<file path="src/rtl/dbus_responder_pkg.sv">
// Shared types and constants for the data-bus responder.
package dbus_responder_pkg;

  typedef enum logic [1:0] {
    StIdle = 2'd0,
    StWait = 2'd1,
    StAck  = 2'd2
  } state_e;

  localparam logic ASSERTED = 1'b0;

  localparam int unsigned CNT_W = 4;

endpackage

</file>
<file path="src/rtl/dbus_if.sv">
// Processor data-bus signals seen by a bus master (CPU driver) and a slave (responder).
interface dbus_if;

  logic [15:0] ab;
  logic [15:0] db_in;
  logic [15:0] db_out;
  logic        db_oe;
  logic        nmem;
  logic        nio;
  logic        nr;
  logic        nw;
  logic        nws;

  modport master (
    output ab, db_in, nmem, nio, nr, nw,
    input  db_out, db_oe, nws
  );

  modport slave (
    input  ab, db_in, nmem, nio, nr, nw,
    output db_out, db_oe, nws
  );

endinterface

</file>
<file path="src/rtl/dbus_wait_counter.sv">
// Wait-state down counter: load, decrement to zero and hold, zero flag.
module dbus_wait_counter
  import dbus_responder_pkg::*;
#(
  parameter int unsigned Width = CNT_W
) (
  input  logic             clk,
  input  logic             reset,
  input  logic             i_load,
  input  logic [Width-1:0] i_load_val,
  input  logic             i_dec,
  output logic             o_zero
);

  logic [Width-1:0] r_cnt;

  assign o_zero = (r_cnt == '0);

  always_ff @(posedge clk or posedge reset) begin
    if (reset) begin
      r_cnt <= '0;
    end else if (i_load) begin
      r_cnt <= i_load_val;
    end else if (i_dec && !o_zero) begin
      r_cnt <= r_cnt - 1'b1;
    end
  end

endmodule

</file>
<file path="src/rtl/dbus_responder.sv">
// Data-bus slave: decodes an address window, inserts wait states, then serves
// reads from / commits the first write of each selection into a small register bank.
module dbus_responder
  import dbus_responder_pkg::*;
#(
  parameter logic [15:0] BASE_ADDR   = 16'h0010,
  parameter int unsigned REG_AW      = 2,
  parameter int unsigned WAIT_CYCLES = 2,
  parameter bit          IO_SPACE    = 1'b1
) (
  input  logic                         clk,
  input  logic                         reset,
  dbus_if.slave                        bus,
  output logic                         o_wr_strobe,
  output logic [REG_AW-1:0]            o_wr_index,
  output logic [16*(2**REG_AW)-1:0]    o_regs
);

  localparam int unsigned NREG = 2**REG_AW;
  localparam logic [CNT_W-1:0] LOAD_VAL =
      (WAIT_CYCLES != 0) ? CNT_W'(WAIT_CYCLES - 1) : '0;

  logic [15:0]       r_ab_q, r_db_in_q;
  logic              r_nmem_q, r_nio_q, r_nr_q, r_nw_q;
  state_e            r_state, w_state_d;
  logic [REG_AW-1:0] r_idx, w_idx;
  logic              r_written, r_nws, r_db_oe, r_wr_strobe;
  logic [15:0]       r_db_out;
  logic [REG_AW-1:0] r_wr_index;
  logic [15:0]       r_regs [NREG];
  logic              w_sel, w_space_q, w_cnt_load, w_cnt_dec, w_cnt_zero;
  logic              w_do_write, w_do_read;

  always_ff @(posedge clk or posedge reset) begin
    if (reset) begin
      r_ab_q    <= '0;
      r_db_in_q <= '0;
      r_nmem_q  <= ~ASSERTED;
      r_nio_q   <= ~ASSERTED;
      r_nr_q    <= ~ASSERTED;
      r_nw_q    <= ~ASSERTED;
    end else begin
      r_ab_q    <= bus.ab;
      r_db_in_q <= bus.db_in;
      r_nmem_q  <= bus.nmem;
      r_nio_q   <= bus.nio;
      r_nr_q    <= bus.nr;
      r_nw_q    <= bus.nw;
    end
  end

  assign w_space_q = IO_SPACE ? r_nio_q : r_nmem_q;
  assign w_sel     = (w_space_q == ASSERTED) && (r_ab_q[15:REG_AW] == BASE_ADDR[15:REG_AW]);

  dbus_wait_counter #(
    .Width (CNT_W)
  ) u_wait_counter (
    .clk        (clk),
    .reset      (reset),
    .i_load     (w_cnt_load),
    .i_load_val (LOAD_VAL),
    .i_dec      (w_cnt_dec),
    .o_zero     (w_cnt_zero)
  );

  always_comb begin
    w_state_d  = r_state;
    w_cnt_load = 1'b0;
    w_cnt_dec  = 1'b0;
    unique case (r_state)
      StIdle: begin
        if (w_sel) begin
          if (WAIT_CYCLES != 0) begin
            w_state_d  = StWait;
            w_cnt_load = 1'b1;
          end else begin
            w_state_d = StAck;
          end
        end
      end
      StWait: begin
        if (!w_sel) begin
          w_state_d = StIdle;
        end else if (w_cnt_zero) begin
          w_state_d = StAck;
        end else begin
          w_cnt_dec = 1'b1;
        end
      end
      StAck: begin
        if (!w_sel) begin
          w_state_d = StIdle;
        end
      end
      default: w_state_d = StIdle;
    endcase
  end

  // Index tracks the address until the access starts, then stays frozen until IDLE.
  assign w_idx      = (r_state == StIdle) ? r_ab_q[REG_AW-1:0] : r_idx;
  assign w_do_write = (w_state_d == StAck) && (r_nw_q == ASSERTED) && !r_written;
  assign w_do_read  = (w_state_d == StAck) && (r_nr_q == ASSERTED) && (r_nw_q != ASSERTED);

  always_ff @(posedge clk or posedge reset) begin
    if (reset) begin
      r_state     <= StIdle;
      r_idx       <= '0;
      r_written   <= 1'b0;
      r_nws       <= ~ASSERTED;
      r_db_oe     <= 1'b0;
      r_db_out    <= '0;
      r_wr_strobe <= 1'b0;
      r_wr_index  <= '0;
      for (int i = 0; i < int'(NREG); i++) begin
        r_regs[i] <= '0;
      end
    end else begin
      r_state     <= w_state_d;
      r_idx       <= w_idx;
      r_nws       <= (w_state_d == StWait) ? ASSERTED : ~ASSERTED;
      r_db_oe     <= w_do_read;
      r_wr_strobe <= w_do_write;
      if (w_do_read) begin
        r_db_out <= r_regs[w_idx];
      end
      if (w_do_write) begin
        r_regs[w_idx] <= r_db_in_q;
        r_wr_index    <= w_idx;
        r_written     <= 1'b1;
      end else if (w_state_d == StIdle) begin
        r_written <= 1'b0;
      end
    end
  end

  assign bus.nws      = r_nws;
  assign bus.db_oe    = r_db_oe;
  assign bus.db_out   = r_db_out;
  assign o_wr_strobe  = r_wr_strobe;
  assign o_wr_index   = r_wr_index;

  always_comb begin
    o_regs = '0;
    for (int i = 0; i < int'(NREG); i++) begin
      o_regs[16*i +: 16] = r_regs[i];
    end
  end

endmodule

</file>
<file path="src/flat_wrapper.sv">
// flat-port wrapper written by rule: the top's interface ports become plain ports
module dbus_responder_flat import dbus_responder_pkg::*;
#(
  parameter logic [15:0] BASE_ADDR   = 16'h0010,
  parameter int unsigned REG_AW      = 2,
  parameter int unsigned WAIT_CYCLES = 2,
  parameter bit          IO_SPACE    = 1'b1
)
  (clk, reset, o_wr_strobe, o_wr_index, o_regs, bus_ab, bus_db_in, bus_nmem, bus_nio, bus_nr, bus_nw, bus_db_out, bus_db_oe, bus_nws);
  dbus_if bus_i ();
  input  logic clk;
  input  logic reset;
  output logic o_wr_strobe;
  output logic [REG_AW-1:0] o_wr_index;
  output logic [16*(2**REG_AW)-1:0] o_regs;
  input wire logic [$bits(bus_i.ab)-1:0] bus_ab;
  input wire logic [$bits(bus_i.db_in)-1:0] bus_db_in;
  input wire logic [$bits(bus_i.nmem)-1:0] bus_nmem;
  input wire logic [$bits(bus_i.nio)-1:0] bus_nio;
  input wire logic [$bits(bus_i.nr)-1:0] bus_nr;
  input wire logic [$bits(bus_i.nw)-1:0] bus_nw;
  output wire logic [$bits(bus_i.db_out)-1:0] bus_db_out;
  output wire logic [$bits(bus_i.db_oe)-1:0] bus_db_oe;
  output wire logic [$bits(bus_i.nws)-1:0] bus_nws;
  assign bus_i.ab = bus_ab;
  assign bus_i.db_in = bus_db_in;
  assign bus_i.nmem = bus_nmem;
  assign bus_i.nio = bus_nio;
  assign bus_i.nr = bus_nr;
  assign bus_i.nw = bus_nw;
  assign bus_db_out = bus_i.db_out;
  assign bus_db_oe = bus_i.db_oe;
  assign bus_nws = bus_i.nws;
  dbus_responder #(.BASE_ADDR(BASE_ADDR), .REG_AW(REG_AW), .WAIT_CYCLES(WAIT_CYCLES), .IO_SPACE(IO_SPACE)) u_core (.clk(clk), .reset(reset), .bus(bus_i), .o_wr_strobe(o_wr_strobe), .o_wr_index(o_wr_index), .o_regs(o_regs));
endmodule
</file>
<file path="config.mk">
export PLATFORM = sky130hd
export DESIGN_NAME = dbus_responder_flat
export DESIGN_NICKNAME = d
export VERILOG_FILES = /design/src/rtl/dbus_responder_pkg.sv /design/src/rtl/dbus_if.sv /design/src/rtl/dbus_wait_counter.sv /design/src/rtl/dbus_responder.sv /design/src/flat_wrapper.sv
export SDC_FILE = /design/constraint.sdc
export NUM_CORES = 1
export LEC_CHECK = 0
export ABC_AREA = 1
export CAP_MARGIN = 20
export CORE_MARGIN = 2
export CORE_UTILIZATION = 51
export DETAILED_ROUTE_END_ITERATION = 10
export GPL_TIMING_DRIVEN = 0
export HOLD_SLACK_MARGIN = 0.05
export PLACE_DENSITY = 0.89
export RECOVER_POWER = 50
export SYNTH_ARGS = -nofsm -noshare
export SYNTH_HDL_FRONTEND = slang
export SYNTH_HIERARCHICAL = 1
export SYNTH_SLANG_ARGS = --single-unit
</file>
<file path="constraint.sdc">
create_clock -name clk -period 4.6 [get_ports clk]
set_clock_uncertainty 0.15 [all_clocks]
set_input_delay 0.69 -clock clk [delete_from_list [all_inputs] [get_ports clk]]
set_output_delay 0.69 -clock clk [all_outputs]
set_load 0.005 [all_outputs]
</file>
### Word-level counts from Yosys, hierarchy flattened

Index checks and enable logic that the tools add are counted.

* $add $sub $neg: 1
* order comparisons: 2
* equality and inequality tests: 5
* mux-type cells: 22
* bitwise operators: 4
* reductions and logical operators: 14

Operators by type and width (count)
* bitwise mux 64 bit: 1
* two-way mux 16 bit: 3
* binary-select mux 16 bit (select 2 bit): 1
* demux 16 bit (select 2 bit): 1
* == test 14 x 3 -> 1 bit, second input constant: 1
* two-way mux 2 bit: 5
* two-way mux 1 bit: 8
* two-way mux 4 bit: 2
* logical AND 1 bit: 7
* case mux 2 bit (3 select lines): 1
* == test 2 x 1 -> 1 bit, second input constant: 2
* == test 2 bit, second input constant: 2
* zero test 2 bit: 2
* zero test 4 bit: 1
* nonzero test 2 bit: 2
* subtractor 4 x 1 -> 4 bit, second input constant: 1
* greater-or-equal comparator 3 bit, second input constant: 1
* < comparator 3 x 1 -> 1 bit, second input constant: 1
* NOT 1 bit: 3
* NOT 2 -> 3 bit: 1
* zero test 1 bit: 2

* register bits: 129
* input bits: 38
* output and inout port bits: 85
* word-level logic and storage cells: 66

### Depth between registers and ports, before layout

* depth after elaboration: 8
* depth in mapped cells: 13
* mapped depth without buffers: 12

### By module

The synthesis kept the hierarchy.

Modules (own cells, without submodules)
* dbus_responder: instances 1, cells an instance 605, area an instance 5368.9 µm², sequential area each 3133.0 µm²
* dbus_wait_counter: instances 1, cells an instance 47, area an instance 299.0 µm², sequential area each 100.1 µm²

### Worst setup path after synthesis

Ideal clock, no wire load.

* path type: register to register
* start point: reg u_core.u_wait_counter.r_cnt[0]
* end point: reg u_core.r_regs, in the netlist u_core/o_regs[48]
* library setup time: 117 ps
* arrival time: 1746 ps
* data required time: 4333 ps
* path slack: 2588 ps
* stages on the path, launching flop included: 13
* buffers on the path: 1
* clock period less this slack: 2012 ps
* path through: dfrtp_1 inv_1 ha_1 nand2_2 inv_1 nand3_1 nand2_1 nand4_2 nor2_8 nand2_4 buf_6 nand2_1 nand2_1

* word-level cells in the longest chain between the ends: 7

RTL lines
* start: declaration: line dbus_wait_counter.sv:15 `logic [Width-1:0] r_cnt;`
* start signal: assignment: line dbus_wait_counter.sv:23 `r_cnt <= i_load_val;`
* start signal: assignment: line dbus_wait_counter.sv:25 `r_cnt <= r_cnt - 1'b1;`
* zero test 4 bit: line dbus_wait_counter.sv:17 `assign o_zero = (r_cnt == '0);`
* named net u_core.w_cnt_zero: line dbus_responder.sv:31 `logic w_sel, w_space_q, w_cnt_load, w_cnt_dec, w_cnt_zero;`
* two-way mux 2 bit: line dbus_responder.sv:84 `end else if (w_cnt_zero) begin`
* two-way mux 2 bit: line dbus_responder.sv:82 `if (!w_sel) begin`
* case mux 2 bit (3 select lines): line dbus_responder.sv:70 `unique case (r_state)`
* == test 2 bit: line dbus_responder.sv:101 `assign w_do_write = (w_state_d == StAck) && (r_nw_q == ASSERTED) && !r_written;`
* logical AND 1 bit (2 in a row): line dbus_responder.sv:101
* end signal: indexed assignment: line dbus_responder.sv:127 `r_regs[w_idx] <= r_db_in_q;`
* end: declaration: line dbus_responder.sv:30 `logic [15:0] r_regs [NREG];`

The timed path passes the listed nets, and every way through them passes these cells.
A chain may end at the register's enable or synchronous reset.

### Worst setup path after layout

* start point: reg u_core.r_state[0]
* end point: reg u_core.r_db_out[13], in the netlist u_core/bus.db_out[13]

* word-level cells in the longest chain between the ends: 6
* elaborated cells between the ends (all ways): 16
* classes of those cells: eq/ne (3); mux (9); bitwise (1); reduce/logical (3)

RTL lines
* start: declaration: line dbus_responder.sv:25 `state_e r_state, w_state_d;`
* start signal: assignment: line dbus_responder.sv:106 `r_state <= StIdle;`
* start signal: assignment: line dbus_responder.sv:118 `r_state <= w_state_d;`
* two-way mux 2 bit / zero test 2 bit (equally long branches): line dbus_responder.sv:84, dbus_responder.sv:70, dbus_responder.sv:100
* two-way mux 2 bit (on tied branches): line dbus_responder.sv:82, dbus_responder.sv:100
* case mux 2 bit (3 select lines) / NOT 2 -> 3 bit (equally long branches): line dbus_responder.sv:70, dbus_responder.sv:124
* == test 2 bit / binary-select mux 16 bit (select 2 bit) (equally long branches): line dbus_responder.sv:102, dbus_responder.sv:124
* logical AND 1 bit / two-way mux 16 bit (equally long branches) (2 in a row): line dbus_responder.sv:102, dbus_responder.sv:124
* end signal: assignment: line dbus_responder.sv:124 `r_db_out <= r_regs[w_idx];`
* end: declaration: line dbus_responder.sv:28 `logic [15:0] r_db_out;`

Several ways; a longest one is shown, not always the timed one. The select of a mux whose other input is x is not followed.

==> results.tsv <==
metric	value	unit
numCtsBuffers	17	
synth_area_leader_cell	dfrtp_1	
multiInputGateArea	1930	sq um
end_kind	flip-flop	
fillCellCount	791	
place_hpwl	11200	um
synth.area.mux_share	0	
hold_viol_final	0	
routed_wl	16500	um
grt_max_degree	86	
syn_avg_cell_area	8.69	sq um
grt_pass1_vias	5020	
cts_hold_buf	0	
synth.top_cells.by_area	dfrtp_1 55%, nand2_1 19%, nand4_1 5.3%	
holdWs	0.348	ns
antenna_found_initial	0	
die-area	12000	sq um
pin_count	123	
timing.rr.start	u_core/r_state[0]	
ys_seq_area_frac	0.570	
first_iter_violations	553	
insertion_delay	0.53	ns
period_needed	2.52	ns
worstPathRequired	4.87	ns
power_per_cell_area	362	nW/um^2
postRouteAntennaNets	0	
core_area	10800	sq um
post-cts-setup-buffers	0	
maxSlewViolCount	41	
r2r-end	u_core/bus.db_out[13]	
clk_path_buf_depth	2	
critPathMostFrequentCell	inv_2	
cp_slowest_stage_delay	0.80	ns
clock_sinks	129	
ys_ff_latch	129	
cp.arrival	2.79	ns
cp-start-kind	flip-flop	
min_from	u_core/o_regs[4]	
drive_gt1_frac	0.103	
cts_max_level	4	
whs_path_depth	2	
critical_path_class	reg2reg	
area_delta_synth_final	36.5	%
rsz0062_at_grt	false	
worst_slew_pin_slew	1.88	ns
vdd_ir_drop_max	0.250	mV
cts_resized	0	
synth_compound_area_frac	0.0285	
rows	38	
cts_root_buffer	clkbuf_8	
vias	5166	
first_pass_iters	8	
synth_adder_area_share	0.00221	
die_y	109	um
timing.final.crit_share	0.547	
final_util	0.714	
relSlewSlack	-0.262	
yosysTopAreaCellShare	0.552	
fmax	0.397	GHz
crit_path_cell_trace	inv_2, nand2_2, o21ai_0, inv_2, buf_2, o211ai_1, nand3_1, nand2_1, inv_1	
drc	0	
synth_top_family_by_area	simple AND/OR/NAND/NOR gates	
synthesis.area	5670	sq um
crit_fanout	10	
hold_path.class	reg2reg	
reg2reg_depth	9	
r2r_slack	2.08	ns
grt_first_pass_wirelength	25700	um
p_leak	3.98	nW
die_w	109	um
final-seq-area	3230	sq um
synth_cells	652	
placement.io_buffers	121	
gp_congestion	0.914	
crit_slowest_cell	o21ai_0	
setup_viol	0	
holdPathEnd	u_core/o_regs[4]	
synth-simple-area-share	0.312	
path_clk_slew	0.06	ns
synth_cell_types	28	
violations	capacitance limit, slew limit	
synthXorXnorAreaFrac	0	
grt_usage	0.290	
nets	834	
diodes	0	
grt_overflow_total	0	
start_util	0.523	
maxCapViolations	1	
status	complete, but fails checks	
routed_via_density	5.45	
wl_per_cell	17.4	um
tritoncts	built	
ys_warn_count	6	
[stage by stage]
step	total power [mW]	setup TNS, ns	setup WS [ns]	std cells	cell area (sq um)
5_1_grt	2.87	0	1.95	948	7740
6_report	2.80	0	2.08	948	7740
3_3_place_gp	1.29	-138.38	-1.15	915	7060
4_1_cts	2.80	0	2.19	948	7760
2_1_floorplan	1.24	0	0.439	654	5680
3_5_place_dp	1.30	0	2.22	916	7090
[report_power, final]
part / total [mW] / leakage [nW] / internal, mW / switching (mW)
sequential: 1.17 / 1.69 / 1.15 / 0.0169
clock: 1.52 / 0.322 / 1.03 / 0.490
combinational: 0.104 / 1.96 / 0.0352 / 0.0685
total: 2.80 / 3.98 / 2.22 / 0.576
[synth_stat cells (all sizes together)]
library cell and n:
buf 26, clkbuf 6, clkinv 1, conb 2
dfrtp 125, dfstp 4, ha 1, inv 72
nand2 297, nand3 21, nand3b 3, nand4 52
nor2 18, nor3 2, o211ai 16, o21ai 6
[flip-flops by register name, summed over array words and instances (netlist names)]
name	count
u_core/bus.nws	1
u_core/r_idx	2
u_core/bus.db_oe	1
u_core/r_nr_q	1
u_core/r_nw_q	1
u_core/o_wr_strobe	1
u_core/o_wr_index	2
u_core/r_written	1
u_core/bus.db_out	16
u_core/o_regs	64
u_core/r_nio_q	1
u_core/u_wait_counter/r_cnt	4
u_core/r_ab_q	16
u_core/r_db_in_q	16
u_core/r_state	2
[critical path, delay by kind of cell (launching register included)]
kind | cells | cell delay [ns]
buf+inv | 4 | 0.57
compound gates | 2 | 0.94
simple gates | 3 | 0.34
flops | 1 | 0.41
[worst max-delay path by stage]
| stage | endpoint | slack [ns] | start |
|---|---|---|---|
| after floorplan | u_core/bus.db_oe | 0.44 | reset |
| after global routing | u_core/o_regs[40] | 1.95 | u_core/u_wait_counter/r_cnt[0] |
| after detailed placement | u_core/bus.db_out[3] | 2.22 | u_core/u_wait_counter/r_cnt[0] |
| after global placement | u_core/r_db_in_q[4] | -1.15 | reset |
| final | u_core/bus.db_out[13] | 2.08 | u_core/r_state[0] |
| after CTS | u_core/bus.db_out[3] | 2.19 | u_core/u_wait_counter/r_cnt[0] |
[metal layers]
layer | part of all wire | wire, um | global-route usage
met4 | 0.028 | 454 | 0.0995
met3 | 0.10 | 1650 | 0.0711
met1 | 0.38 | 6290 | 0.383
met5 | 0 | 0 | 0
met2 | 0.49 | 8070 | 0.471
[cells by family after synthesis]
family,Yosys count
AND/OR/NAND/NOR,393
adder cells (fa/ha/maj),1
flip-flops,129
AO/OA/AOI/OAI,22
other,2
buffers and inverters,105
[cells in the final DEF (no fill, tap or decap), types with 3 or more instances in the layout]
cell	instances
buf_4	4
nor2_1	14
dfstp_2	4
dlygate4sd3_1	36
inv_1	65
conb_1	4
inv_2	6
nand3b_1	3
dfrtp_1	125
nand4_2	4
clkbuf_1	9
buf_6	8
clkdlybuf4s50_1	85
clkbuf_8	4
nand3_1	20
clkbuf_16	16
o211ai_1	16
nand2_2	3
nand4_1	48
buf_2	14
nand2_1	292
o21ai_0	6
bufinv_16	6
[layout make-up]
cell class              count  area share
plain buffers              32      0.0275
clock buffers              23      0.0603
clock inverters             9      0.0260
inverters                  73      0.0356
multi-input cells         420       0.250
flip-flops and latches    129       0.418
well taps                 140      0.0226
repair buffers            122       0.160
Note: power is estimated with default switching activity, not from simulation.
==> RTL change, RTL diff (config.mk and constraints unchanged) <==
`REG_AW` is set to 2 in 2 places; all go to 1.
--- a/src/rtl/dbus_responder.sv
+++ b/src/rtl/dbus_responder.sv
@@ -4,7 +4,7 @@
   import dbus_responder_pkg::*;
 #(
   parameter logic [15:0] BASE_ADDR   = 16'h0010,
-  parameter int unsigned REG_AW      = 2,
+  parameter int unsigned REG_AW      = 1,
   parameter int unsigned WAIT_CYCLES = 2,
   parameter bit          IO_SPACE    = 1'b1
 ) (
--- a/src/flat_wrapper.sv
+++ b/src/flat_wrapper.sv
@@ -2,7 +2,7 @@
 module dbus_responder_flat import dbus_responder_pkg::*;
 #(
   parameter logic [15:0] BASE_ADDR   = 16'h0010,
-  parameter int unsigned REG_AW      = 2,
+  parameter int unsigned REG_AW      = 1,
   parameter int unsigned WAIT_CYCLES = 2,
   parameter bit          IO_SPACE    = 1'b1
 )
Ports: changed (resized o_regs and o_wr_index); port bits go from 123 to 90. The function was not compared with the original's and may differ.
==> RTL change against the unedited design <==
  * Via count shrank 41%
  * Largest power group is now registers
  * Synthesized area shrank 32%
  * Clock power fell by 66%
  * Sequential cell count fell by 34
  * Power fell by 49%
  * Final area decreased by 34%
  * Setup slack better by 0.31 ns
  * Wire length fell by 46%
==> RTL change: results (changes against the unedited design) <==
- Via count: 3058 (-41%)
- Max FO, Critical Path: 1 (-9)
- Iter 0 DRT Violations: 240 (-57%)
- Tot GR Track Use: 23.3% (-5.7 points)
- Status: finished clean
- Worst-skew pair later-pin latency: 0.36 ns (-0.17 ns)
- Global-route wire length before repair: 14.9 mm (-42%)
- Yosys synthesis warning count: 6 (unchanged)
- Max reg flops: 32 (-50%)
- Top cells by count, synth: 183 x nand2_1, 91 x dfrtp_1, 32 x nand4_1, 16 x inv_1, 14 x nor2_1
- Slowest cell delay on critical path: 0.52 ns (-0.28 ns)
- HPWL after DPL: 6.40 mm (-43%)
- Register area share after synthesis: 62.1% (+5.1 points)
- Synth Instances: 401 (-38%)
- P_leak: 0.00258 uW (-35%)
- IO buf count: 88 (-27%)
- Share of cells above drive strength 1: 12.4% (+2.1 points)
- Num CTS Buffers: 9 (-8)
- Layout Nets: 542 (-35%)
- Routability cong.: 0.821 (-10%)
- Synth area leaders: dfrtp_1 59%, nand2_1 18%, nand4_1 5.2%, dfstp_2 2.7%, nand2_2 2.0%
- Initial DRT Pass Iterations: 4 (-4)
- Met3 global-route usage: 5.76% (-1.4 points)
- Rel. slew slack: 43.8% (+70 points)
- Inst Count DP: 591 (-35%)
- Delay-heaviest family, CP: flip-flops
- Slowest stage cell, crit path: dfstp_2
- Clk pin slew, worst setup/hold paths: 0.09 ns (+0.03 ns)
- Wirelength, routed: 8.94 mm (-46%)
- H-tree depth: 3 (-1)
- Met2 usage in global routing: 39.5% (-7.6 points)
- Max VDD drop: 0.185 mV (-26%)
- Wirelength per Cell: 14.7 um (-15%)
- WP data arrival: 1.37 ns (-1.42 ns)
- Largest net degree at the start of global routing: 75 (-13%)
## RTL change: cell types whose count changed after synthesis, sizes merged, moves of 16 or more
cell	delta
o211ai	-16
nand2	-99
dfrtp	-34
nand4	-18
inv	-52
nand3	-16
## RTL change: where the power goes
group,internal (uW),switching (uW),total (uW),leakage [uW]
clock,241,279,520,0.0000946
combinational,27.0,33.6,60.6,0.00127
sequential,851,7.84,859,0.00122
total,1120,321,1440,0.00258
## RTL change: cell type report
class	count	area (um2)
plain buffers	16	110
well taps	99	124
clock inverters	4	28.8
flip-flops and latches	95	2380
clock buffers	12	165
multi-input cells	269	1260
repair buffers	89	908
fillers	548	2180
inverters	23	92.6
## RTL change: final timing paths
check                                                                 from                                          to  slack [ns]  depth (start not counted)
max in group asynchronous                                            reset                     u_core/r_nr_q$_DFF_PP1_        2.74                          3
worst max-delay path                              u_core/bus.nws$_DFF_PP1_                                     bus_nws        2.39                          1
min in group asynchronous                                            reset  u_core/u_wait_counter/r_cnt[3]$_DFFE_PP0P_        0.53                          2
worst max register to register  u_core/u_wait_counter/r_cnt[0]$_DFFE_PP0P_                u_core/o_regs[4]$_DFFE_PP0P_        2.41                         12
worst min register to register            u_core/bus.db_out[4]$_DFFE_PP0P_            u_core/bus.db_out[4]$_DFFE_PP0P_        0.34                          2
worst min-delay path                      u_core/bus.db_out[4]$_DFFE_PP0P_            u_core/bus.db_out[4]$_DFFE_PP0P_        0.34                          2
## RTL change: metal layers
metal	vias to the layer above	wire length [um]	part of all wire [%]
met4	0	140	1.6
met3	11	653	7.3
met1	1458	3570	40
met5	-	0	0
li1	1466	-	-
met2	123	4570	51
## RTL change: cell families after synthesis
| family | synth area share, % |
|---|---|
| AO/OA/AOI/OAI | 1.21 |
| adder cells (fa/ha/maj) | 0.326 |
| buffers and inverters | 5.25 |
| flip-flops | 62.1 |
| other | 0.196 |
| AND/OR/NAND/NOR | 30.9 |
## RTL change: worst reg2reg max path, delay by kind of cell, from the launching register on
kind                       cells  cell delay, ns
AOI/OAI and AO/OA              1            0.20
adders and majority gates      1            0.21
buffers and inverters          5            0.52
DFF                            1            0.40
and+or+nand+nor                5            0.60
## RTL change: per-stage QoR
stage | total power, uW | utilization (%) | instance area (um2) | setup slack, ns
after floorplan | 899 | - | 3840 | 1.40
after global placement | 938 | 66.8 | 4850 | 0.216
after detailed placement | 944 | 67.3 | 4880 | 2.47
after CTS | 1460 | 69.9 | 5070 | 2.38
after global routing | 1500 | 69.9 | 5070 | 2.23
final | 1440 | 69.9 | 5070 | 2.39
